### src/rtl/read_iq_pkg.sv
// Globals shared by the FM radio datapath: sample widths, quantization and read_iq state encoding.
// Latency: n/a (declarations only).
// Backpressure: n/a (declarations only).
package read_iq_pkg;

    // Width of every fixed-point word flowing between datapath blocks.
    localparam int DATA_SIZE = 32;

    // Number of fractional bits applied when a raw sample enters the datapath.
    localparam int BITS = 10;

    // Width of one raw byte from the input byte FIFO.
    localparam int BYTE_SIZE = 8;

    // One I or Q component is two little-endian bytes.
    localparam int SAMPLE_WIDTH = 2 * BYTE_SIZE;

    // The quantized value must fit without saturation logic.
    localparam bit QUANT_FITS = (SAMPLE_WIDTH + BITS) <= DATA_SIZE;

    // Front-end state: gathering bytes, or holding a finished pair until both sinks accept it.
    typedef enum logic [1:0] {
        S_READ  = 2'd0,
        S_WRITE = 2'd1
    } read_iq_state_t;

    // Sign-extend a raw 16-bit component to DATA_SIZE, then scale by 2^BITS.
    function automatic logic [DATA_SIZE-1:0] quantize(input logic [SAMPLE_WIDTH-1:0] raw);
        logic [DATA_SIZE-1:0] ext;
        ext = {{(DATA_SIZE - SAMPLE_WIDTH){raw[SAMPLE_WIDTH-1]}}, raw};
        return ext << BITS;
    endfunction

endpackage

### src/rtl/read_iq.sv
// Assembles little-endian I/Q byte quadruples into quantized DATA_SIZE samples for the real/imag FIFOs.
// Latency: 1 cycle from the last byte popped to the paired write; best case 5 cycles per sample.
// Backpressure: holds the sample (and stops popping) until both output FIFOs are non-full, then writes both together.
// Optional: define READ_IQ_SAMPLE_COUNT_EN to add the 32-bit sample_count output.
module read_iq
    import read_iq_pkg::*;
#(
    parameter int BYTES_PER_SAMPLE = 4
) (
    input  logic                 clock,
    input  logic                 reset,
    input  logic [BYTE_SIZE-1:0] in_dout,
    input  logic                 in_empty,
    output logic                 in_rd_en,
    output logic [DATA_SIZE-1:0] i_out_din,
    input  logic                 i_out_full,
    output logic                 i_out_wr_en,
    output logic [DATA_SIZE-1:0] q_out_din,
    input  logic                 q_out_full,
    output logic                 q_out_wr_en
`ifdef READ_IQ_SAMPLE_COUNT_EN
    ,
    output logic [31:0]          sample_count
`endif
);

    localparam int CNT_W = $clog2(BYTES_PER_SAMPLE);
    localparam logic [CNT_W-1:0] LAST_BYTE = CNT_W'(BYTES_PER_SAMPLE - 1);

    read_iq_state_t       state;
    logic [CNT_W-1:0]     byte_cnt;
    logic [BYTE_SIZE-1:0] buffer [BYTES_PER_SAMPLE];
    logic [DATA_SIZE-1:0] i_reg;
    logic [DATA_SIZE-1:0] q_reg;
    logic                 sinks_ready;

    // Both FIFOs must have room; they are only ever written as a pair.
    assign sinks_ready = !i_out_full && !q_out_full;

    // Byte gathering and sample hand-off state machine.
    always_ff @(posedge clock) begin
        if (reset) begin
            state    <= S_READ;
            byte_cnt <= '0;
            i_reg    <= '0;
            q_reg    <= '0;
            for (int b = 0; b < BYTES_PER_SAMPLE; b++) begin
                buffer[b] <= '0;
            end
        end else begin
            case (state)
                S_READ: begin
                    if (!in_empty) begin
                        buffer[byte_cnt] <= in_dout;
                        if (byte_cnt == LAST_BYTE) begin
                            // Q_hi is taken straight from the FIFO so the pair is ready on this edge.
                            byte_cnt <= '0;
                            i_reg    <= quantize({buffer[1], buffer[0]});
                            q_reg    <= quantize({in_dout, buffer[2]});
                            state    <= S_WRITE;
                        end else begin
                            byte_cnt <= byte_cnt + CNT_W'(1);
                        end
                    end
                end
                S_WRITE: begin
                    if (sinks_ready) begin
                        state <= S_READ;
                    end
                end
                default: begin
                    state <= S_READ;
                end
            endcase
        end
    end

    // Same-cycle FIFO strobes; forced low while reset is asserted so no byte is lost or sample pushed.
    always_comb begin
        in_rd_en    = 1'b0;
        i_out_wr_en = 1'b0;
        q_out_wr_en = 1'b0;
        if (!reset) begin
            case (state)
                S_READ: begin
                    in_rd_en = !in_empty;
                end
                S_WRITE: begin
                    i_out_wr_en = sinks_ready;
                    q_out_wr_en = sinks_ready;
                end
                default: begin
                    in_rd_en    = 1'b0;
                    i_out_wr_en = 1'b0;
                    q_out_wr_en = 1'b0;
                end
            endcase
        end
    end

    assign i_out_din = i_reg;
    assign q_out_din = q_reg;

`ifdef READ_IQ_SAMPLE_COUNT_EN
    // Count of samples delivered downstream; wraps naturally at 2^32.
    always_ff @(posedge clock) begin
        if (reset) begin
            sample_count <= '0;
        end else if (i_out_wr_en) begin
            sample_count <= sample_count + 32'd1;
        end
    end
`endif

endmodule

### config.mk
export PLATFORM = sky130hd
export DESIGN_NAME = read_iq
export DESIGN_NICKNAME = d
export VERILOG_FILES = /design/src/rtl/read_iq_pkg.sv /design/src/rtl/read_iq.sv
export SDC_FILE = /design/constraint.sdc
export NUM_CORES = 1
export LEC_CHECK = 0
export BUFFER_PORTS_ARGS = -buffer_cell sky130_fd_sc_hd__buf_2
export CAP_MARGIN = 30
export CORE_MARGIN = 3
export CORE_UTILIZATION = 40
export CTS_BUF_LIST = sky130_fd_sc_hd__clkbuf_4
export DETAILED_ROUTE_END_ITERATION = 6
export GPL_TIMING_DRIVEN = 1
export HOLD_SLACK_MARGIN = 0.05
export SYNTH_ARGS = -nofsm -noshare
export SYNTH_HDL_FRONTEND = slang
export SYNTH_SLANG_ARGS = --single-unit
### constraint.sdc
create_clock -name clock -period 1.9 [get_ports clock]
set_clock_uncertainty 0.2 [all_clocks]
set_input_delay 0.285 -clock clock [delete_from_list [all_inputs] [get_ports clock]]
set_output_delay 0.285 -clock clock [all_outputs]
set_load 0.01 [all_outputs]
## After elaboration in Yosys (flattened, before gate mapping)

Memories as Yosys holds them, arrays and structs flattened. A register that Yosys moved wholly into a read port is not among the register bits.
Index checks and enable logic that the tools add are counted.

| cells by class | value |
|---|---|
| divide/modulo/power cells | 0 |
| reduce and logical (&&, ||, !) cells | 9 |
| add/subtract/negate cells | 1 |
| eq/ne operators | 5 |
| shift operators | 0 |
| multipliers | 0 |
| bitwise logic cells | 1 |
| $lt $le $gt $ge | 0 |
| mux-type cells | 18 |

Operators with widths:

| operator | count |
|---|---|
| $mux 1 | 11 |
| $mux 2 | 5 |
| $mux 8 | 1 |
| $reduce_or 8->1 | 1 |
| $ne 2x2->1 const B | 3 |
| $reduce_and 3->1 | 2 |
| $pmux 2 s2 | 1 |
| $logic_not 1->1 | 3 |
| $add 2x1->2 const B | 1 |
| $eq 2x1->1 const B | 1 |
| $eq 2x2->1 const B | 1 |
| $logic_not 2->1 | 1 |
| $reduce_and 2->1 | 1 |
| $logic_and 1x1->1 | 1 |
| $not 1->1 | 1 |

| word-level totals | value |
|---|---|
| memory bits (writable) | 32 |
| bits in read-only memories | 0 |
| memories | 1 |
| bits in latches | 0 |
| flip-flop bits (word level) | 20 |

Memories:

| memory | depth | width | read ports | clocked after memory_dff | wr ports | line | RTL |
|---|---|---|---|---|---|---|---|
| buffer | 4 | 8 | 3 | 3 | 4 | read_iq.sv:32 | `logic [BYTE_SIZE-1:0] buffer [BYTES_PER_SAMPLE];` |

## Longest topological paths before layout

Gate-level depths: netlist (run 1).

| logic depth | value |
|---|---|
| depth in word-level cells | 6 |
| mapped depth | 5 |
| depth with buffers taken out | 3 |

## Least setup slack after synthesis (run 1)

Ideal clock, no wire load.

| path | value |
|---|---|
| kind | input -> output |
| from | input reset |
| to | output q_out_wr_en |
| required time | 1415 ps |
| data arrival time | 1347 ps |
| slack | 68 ps |
| stages on the path | 4 |
| path through | buf_6 buf_2 nor4b_1 buf_4 |

| on the way | value |
|---|---|
| cells in the longest elaborated chain, start to end | 1 |

Ends and longest elaborated chain:

| element | line | RTL |
|---|---|---|
| start, declared | read_iq.sv:11 | `input logic reset,` |
| $mux 1 | -- |  |
| end, declared | read_iq.sv:20 | `output logic q_out_wr_en` |

Every way passes these cells.

## Worst setup path in the final report (run 1)

| path | value |
|---|---|
| from | register state[0] |
| to | output in_rd_en |

| on the way | value |
|---|---|
| cells in the longest elaborated chain, start to end | 3 |

Ends and longest elaborated chain:

| element | line | RTL |
|---|---|---|
| start, declared | read_iq.sv:30 | `read_iq_state_t state;` |
| start signal, assigned | read_iq.sv:43 | `state <= S_READ;` |
| start signal, assigned | read_iq.sv:60 | `state <= S_WRITE;` |
| start signal, assigned | read_iq.sv:68 | `state <= S_READ;` |
| $logic_not 2->1 | read_iq.sv:84 | `case (state)` |
| $mux 1 | read_iq.sv:84 |  |
| $mux 1 | read_iq.sv:83 | `if (!reset) begin` |
| end, declared | read_iq.sv:14 | `output logic in_rd_en,` |

Every way passes these cells.

==> summary.log, run 1 <==
qor: outcome.status completed
qor: cts.cts-root-buf clkbuf_4
qor: synthesis.synth_sequential_area_ratio 50.44%
qor: synthesis.ys.warnings.count 0
qor: drt.drc_errors 0
qor: cts.cts_max_path_buffers 2
qor: synthesis.synth_adder_area_share 0.4440%
qor: placed_design.routabilityCongestion 0.7666
qor: cts.cts_tree done
qor: setup_path.crit_path_start_kind flop
qor: cts.clock_h_tree_levels 3
qor: finish.layout.core_utilization 49.69%
qor: floorplanning.start_util 42.90%
qor: grt.overflow 0
qor: setup_path.crit_slowest_cell dfxtp_2
qor: pwr.power_density 747.0 mW/mm²
qor: synthesis.synth.area.mux_share 11.37%
qor: synthesis.netlist.top_cell.by_area edfxtp_1
qor: cts.tritoncts_sink_count 59
qor: finish.final_net_count 330
qor: synthesis.synth_area 0.002818 mm²
qor: drt.antenna_left 0
qor: sta.final_critical_path_setup_slack 0.1413 ns
qor: synthesis.yosys.cell_count.top_type nand2b_1
qor: sta.final_min_period_over_clock_period 92.57%
qor: synthesis.synth-seq-cells 59
qor: setup_path.critical_path_peak_fanout 10
qor: finish.fillers 628
qor: synthesis.complex_gate_fraction_of_the_synthesized_area 2.176%
qor: synthesis.netlist_instances 257
qor: cts.insertion_delay 0.39 ns
qor: synthesis.post_synth_xor_area_fraction 0%
qor: floorplanning.fp.dieArea 0.008087 mm²
qor: floorplanning.ios 80
qor: drt.detailedRoute.firstIterationViolations 109
qor: grt.gr-usage-all-layers 13.23%
qor: worst_hold_path.worstHoldPathType in -> reg
qor: synthesis.synth_top_family_by_area simple AND/OR/NAND/NOR gates
qor: setup_path.crit_type reg -> out
qor: floorplanning.std_cell_rows 29
qor: floorplanning.chipWidth 89.93 µm
qor: pwr.ir_worst_vdd 0.3698 mV
qor: placed_design.port-buffer-count 59
qor: placed_design.dpl.hpwl 3484 µm
qor: synthesis.synth_enable_flop_cells 24
qor: synthesis.synthDistinctLibCells 28
qor: synthesis.yosys-top-cells-count 69 x nand2b_1, 35 x dfxtp_1, 33 x buf_4, 32 x mux2i_1, 24 x edfxtp_1
qor: setup_path.critical_path.endpoint_type output pin
qor: grt.grt_pass1_vias 1769
qor: drt.vias_per_cell 4.338
qor: grt.global_route_wire_length_before_repair 8562 µm
qor: synthesis.synth_top_area_share 25.58%
qor: cts.tritoncts.num_buffers 9
qor: finish.seqCellArea 0.001424 mm²
qor: setup_path.arrival 1.27 ns
qor: sta.layout_min_cycle_time 1.759 ns
qor: finish.multi_input_comb_area 0.001131 mm²
qor: sta.max_freq 568.6 MHz
qor: finish.final_layout_size_suffix_gt1_share 28.66%
qor: run.max_cap_viol_count 0
qor: drt.routed_wirelength 5092 µm
qor: sta.unrepaired_setup_endpoints_after_global_routing false
qor: drt.tritonroute_pass_1_iters 4
qor: floorplanning.fp.coreArea 0.006568 mm²
qor: setup_path.cp_cell_sequence buf_4 > nor3_1 > buf_2
qor: sta.hold_viol 0
qor: placed_design.dpl_worst_slack 0.1580 ns
qor: grt.initial_antenna_violation_count 0
qor: sta.final-max-slew-violation-count 0
qor: sta.final_tns_setup 0 ns
qor: synthesis.ys_top_cells_by_area edfxtp_1 26%, dfxtp_1 25%, nand2b_1 15%
qor: finish.insertedDiodeCount 0
qor: cts.cts.reportedPaths.clkPinSlew 0.10 ns
qor: synthesis.ys_async_sr_fraction 0%
qor: synthesis.synth_flop_cell dfxtp_1
qor: floorplanning.die_h 89.93 µm
qor: pwr.total_leakage_power 0.001401 µW
qor: setup_path.critical_path_required 1.41 ns
qor: synthesis.synthesis.area_per_instance 10.96 µm²
qor: sta.finalHoldWorstSlack 0.1413 ns
qor: drt.detail_route.wl_per_cell 12.30 µm
qor: setup_path.cpPeakStageDelay 0.39 ns
qor: grt.pin_count_of_the_biggest_net_entering_global_routing 28
qor: synthesis.yosys.area_share.simple 23.09%
qor: sta.finalSetupViolCount 0
qor: drt.via_count 1796
qor: finish.layout-area-overhead-vs-synth 15.81%
## final timing paths
check                                  start                         end  slack [ns]  cells after the start
setup / recovery       state[0]$_SDFFE_PP0P_                    in_rd_en        0.14                      3
hold / removal                      in_empty    byte_cnt[0]$_SDFFE_PP0P_        0.14                      3
setup reg to reg    byte_cnt[0]$_SDFFE_PP0P_  q_out_din[24]$_SDFFE_PP0P_        0.27                      4
hold reg to reg   q_out_din[10]$_SDFFE_PP0P_  q_out_din[10]$_SDFFE_PP0P_        0.27                      2
## power by group
part	switching (µW)	internal, µW
combinational	109	85.2
sequential	19.3	1360
clock	456	407
total	584	1850
## through the flow
step	cell area, µm²	total power [µW]	std cells
2_1_floorplan	2889	1569	276
3_3_place_gp	3022	1587	388
3_5_place_dp	3022	1589	388
4_1_cts	3256	2468	414
5_1_grt	3263	2555	414
6_report	3263	2437	414
## state kept, by name, indices dropped and copies added, names as in the netlist
signal	count
i_out_din	16
byte_cnt	2
state	1
q_out_din	16
buffer	24
## cell usage in the layout, fill, tap and decap left out, types with 3 or more instances in the layout
cell type | Yosys | final
and4_1 | 3 | 3
dfxtp_1 | 35 | 33
dlygate4sd3_1 | 0 | 10
nand2b_1 | 69 | 69
conb_1 | 1 | 20
buf_4 | 33 | 8
nor2_1 | 18 | 18
edfxtp_1 | 24 | 24
buf_2 | 2 | 59
mux2i_1 | 32 | 32
clkinv_2 | 0 | 4
clkbuf_4 | 0 | 10
and3_1 | 6 | 6
## cell type report
type                    instances  share of cell area, %
flip-flops and latches         59                  43.64
multi-input cells             168                  34.66
repair buffers                 77                  13.96
well taps                      93                  3.566
clock buffers                  10                  2.301
clock inverters                 6                  1.764
inverters                       1                 0.1150
## metal layers
| layer | global-route usage [%] | wire, µm | up-vias |
|---|---|---|---|
| li1 | - | - | 923 |
| met4 | 6.505 | 68 | 0 |
| met1 | 16.52 | 2377 | 817 |
| met5 | 0 | 0 | - |
| met2 | 20.86 | 2342 | 49 |
| met3 | 4.007 | 303 | 7 |
## cells by family after synthesis
| family | count (synthesis) |
|---|---|
| mux | 32 |
| fa+ha+maj | 1 |
| flops | 59 |
| compound gates | 9 |
| simple gates | 106 |
| buf+inv | 49 |
| other cells | 1 |
## critical path: cells and delay by family (launching register included)
| family | cells | cell delay (ns) |
|---|---|---|
| DFF | 1 | 0.39 |
| and+or+nand+nor | 1 | 0.18 |
| buffers and inverters | 2 | 0.33 |
## what timing repair did
item / CTS / global route
pin swaps: 0 / 0
buffers inserted: 0 / 0
hold buffers: 10 / 0
hold endpoints to repair: 12 / 0
gates resized for setup: 1 / 2
endpoints found under the setup margin: 2 / 6
(Power assumes the default switching activity.)
==> inputs of run 2 (changes only) <==
Settings changed: CORE_MARGIN 3 to default, CTS_CLUSTER_SIZE from default to 30.
==> summary.log, run 2 (synthesized netlist as in run 1, its figures left out) <==
qor: outcome.status completed
qor: setup_path.r2r_start state[0]$_SDFFE_PP0P_
qor: pwr.combinational_cell_fraction_of_total_power 8.8% [+0.8 points]
qor: finish.layout.core_utilization 47.88% [-1.8 points]
qor: floorplanning.die_h 85.93 µm [-4.4%]
qor: worst_hold_path.holdCritStartpoint reset
qor: cts.insertion_delay 0.40 ns [about the same]
qor: sta.worst_pin_slew 0.5156 ns
qor: drt.tritonroute_pass_1_iters 4 [unchanged]
qor: drt.detailedRoute.firstIterationViolations 100 [-8.3%]
qor: grt.global_route_wire_length_before_repair 8259 µm [-3.5%]
qor: finish.final_cell_count_no_fill 416 [+0.48%]
qor: pwr.netSwitchingFraction 24.50% [+0.56 points]
qor: setup_path.arrival 1.36 ns [+0.09 ns]
qor: drt.antenna_left 0 [unchanged]
qor: worst_hold_path.worstHoldPathType in -> reg
qor: finish.insertedDiodeCount 0 [unchanged]
qor: cts.cts_tree done
qor: pwr.ir_worst_vdd 0.3550 mV [-4.0%]
qor: sta.final-max-slew-violation-count 0 [unchanged]
qor: setup_path.critical_path_required 1.41 ns [about the same]
qor: run.max_cap_viol_count 0 [unchanged]
qor: pwr.power.net_switching 561.3 µW [-3.8%]
qor: finish.fillers 674 [+7.3%]
qor: grt.pin_count_of_the_biggest_net_entering_global_routing 29 [+3.6%]
qor: finish.commonest_cells_after_routing_fill_and_taps_aside 69 x nand2b_1, 59 x buf_2, 34 x dfxtp_1
qor: worst_hold_path.whs_path_depth 2 [-1]
qor: drt.vias_per_cell 4.507 [+3.9%]
qor: finish.largest_register_ff_count 24 [unchanged]
qor: placed_design.dpl.hpwl 3368 µm [-3.3%]
qor: worst_hold_path.hold-path-endpoint byte_cnt[0]$_SDFFE_PP0P_
qor: setup_path.crit_path_start_kind input pin
qor: pwr.total_leakage_power 0.001388 µW [-0.97%]
qor: floorplanning.fp.coreArea 0.006794 mm² [+3.4%]
qor: drt.via_count 1875 [+4.4%]
qor: finish.post-route-cell-area 0.003253 mm² [-0.31%]
qor: grt.grt_pass1_vias 1808 [+2.2%]
qor: cts.cts.reportedPaths.clkPinSlew 0.09 ns [about the same]
qor: floorplanning.fp.dieArea 0.007384 mm² [-8.7%]
qor: pwr.intPower 1729 µW [-6.7%]
qor: floorplanning.start_util 41.47% [-1.4 points]
qor: grt.overflow 0 [unchanged]
qor: placed_design.placed_cell_area 0.003023 mm² [about the same]
qor: setup_path.critical_path.endpoint_type output pin
qor: finish.layout-area-overhead-vs-synth 15.45%
qor: sta.layout_min_cycle_time 1.842 ns [+0.08351 ns]
qor: drt.routed_wirelength 5033 µm [-1.2%]
qor: floorplanning.chipWidth 85.93 µm [-4.4%]
qor: cts.post-cts-setup-buffer-count 0 [unchanged]
qor: sta.hold_viol 0 [unchanged]
qor: drt.drc_errors 0 [unchanged]
qor: floorplanning.ios 80 [unchanged]
qor: setup_path.critical_path_peak_fanout 2 [-8]
qor: finish.final_net_count 329 [-0.30%]
qor: sta.final_min_period_over_clock_period 96.96% [+4.4 points]
qor: drt.detail_route.wl_per_cell 12.10 µm [-1.6%]
qor: cts.clock_h_tree_levels 3 [unchanged]
qor: cts.tritoncts.num_buffers 9 [unchanged]
qor: pwr.seq_power_share 60.1% [+3.5 points]
qor: placed_design.dpl.cell_count 389 [+0.26%]
qor: pwr.totalPowerFinal 2291 µW [-6.0%]
qor: setup_path.worst_case_reg_to_reg_path_depth 2 [-2]
qor: setup_path.timing.reg2reg.setup_slack 0.24 ns [-0.03 ns]
qor: cts.cts-root-buf clkbuf_4
qor: grt.initial_antenna_violation_count 0 [unchanged]
qor: sta.finalSetupViolCount 0 [unchanged]
qor: placed_design.routabilityCongestion 0.7888 [+2.9%]
qor: setup_path.crit_type in -> out
qor: finish.mostFrequentLayoutCell nand2b_1
qor: sta.max_freq 542.8 MHz [-4.5%]
qor: sta.final_tns_setup 0 ns [unchanged]
qor: finish.final_layout_size_suffix_gt1_share 26.88% [-1.8 points]
qor: pwr.power_density 704.1 mW/mm² [-5.7%]
qor: floorplanning.std_cell_rows 30 [+3.4%]
qor: sta.max_slew_margin 65.36%
qor: finish.largest-register buffer
qor: cts.tritoncts_sink_count 59 [unchanged]
qor: placed_design.port-buffer-count 59 [unchanged]
qor: pwr.clockPowerShare 31.1% [-4.3 points]
qor: cts.cts_max_path_buffers 2 [unchanged]
qor: grt.gr-usage-all-layers 14.84% [+1.6 points]
qor: sta.unrepaired_setup_endpoints_after_global_routing false
qor: setup_path.r2r_end buffer[0][4]$_SDFFCE_PN0P_
run 2: routing by layer:
layer,share of wire (%),up-vias,GRT usage [%]
met2,48,56,23.30
met1,44,885,17.93
met3,5.5,9,4.235
met4,2.2,0,9.242
li1,-,925,-
met5,0,-,0
run 2: cell type report:
type	count	area, µm²	share of cell area [%]
flip-flops and latches	59	1423	43.73
multi-input cells	168	1140	35.04
repair buffers	76	462.9	14.23
well taps	96	120.1	3.692
clock buffers	11	82.58	2.538
clock inverters	5	21.27	0.6538
inverters	1	3.754	0.1154
run 2: power by group through the flow:
stage               clock network, µW  logic (µW)  registers (µW)
finish                            713         201            1380
global route                      803         223            1380
CTS                               753         201            1380
global placement                    0         182            1410
detailed placement                  0         183            1410
floorplan                           0         166            1400
run 2: stage by stage:
step                setup WS, ns  hold WS [ns]
global placement          0.2177        0.2569
detailed placement        0.1687        0.2584
global route            0.003185        0.1023
floorplan                0.06775        0.2403
finish                   0.05774        0.1010
CTS                      0.04343       0.05430
run 2: worst max path at each step:
stage                                startpoint                         end  slack [ns]  cells past startpoint
after floorplan                           reset                 q_out_wr_en        0.07                      4
after global placement    state[0]$_SDFFE_PP0P_  buffer[0][4]$_SDFFCE_PN0P_        0.22                      2
after detailed placement  state[0]$_SDFFE_PP0P_  buffer[0][4]$_SDFFCE_PN0P_        0.17                      2
after CTS                            q_out_full                 i_out_wr_en        0.04                      4
after global routing                 q_out_full                 q_out_wr_en       0.003                      4
final                                q_out_full                 q_out_wr_en        0.06                      4
run 2: worst max-delay path, stage by stage:
cell and delay [ns]:
dlygate4sd3_1 0.53, buf_2 0.14, nor4b_4 0.23, buf_2 0.18
run 2: repair_timing:
action | in CTS | in global routing
endpoints found under the hold margin | 16 | 0
gates resized for setup | 2 | 1
endpoints found under the setup margin | 2 | 2
cloned | 0 | 0
hold buffers | 11 | 0
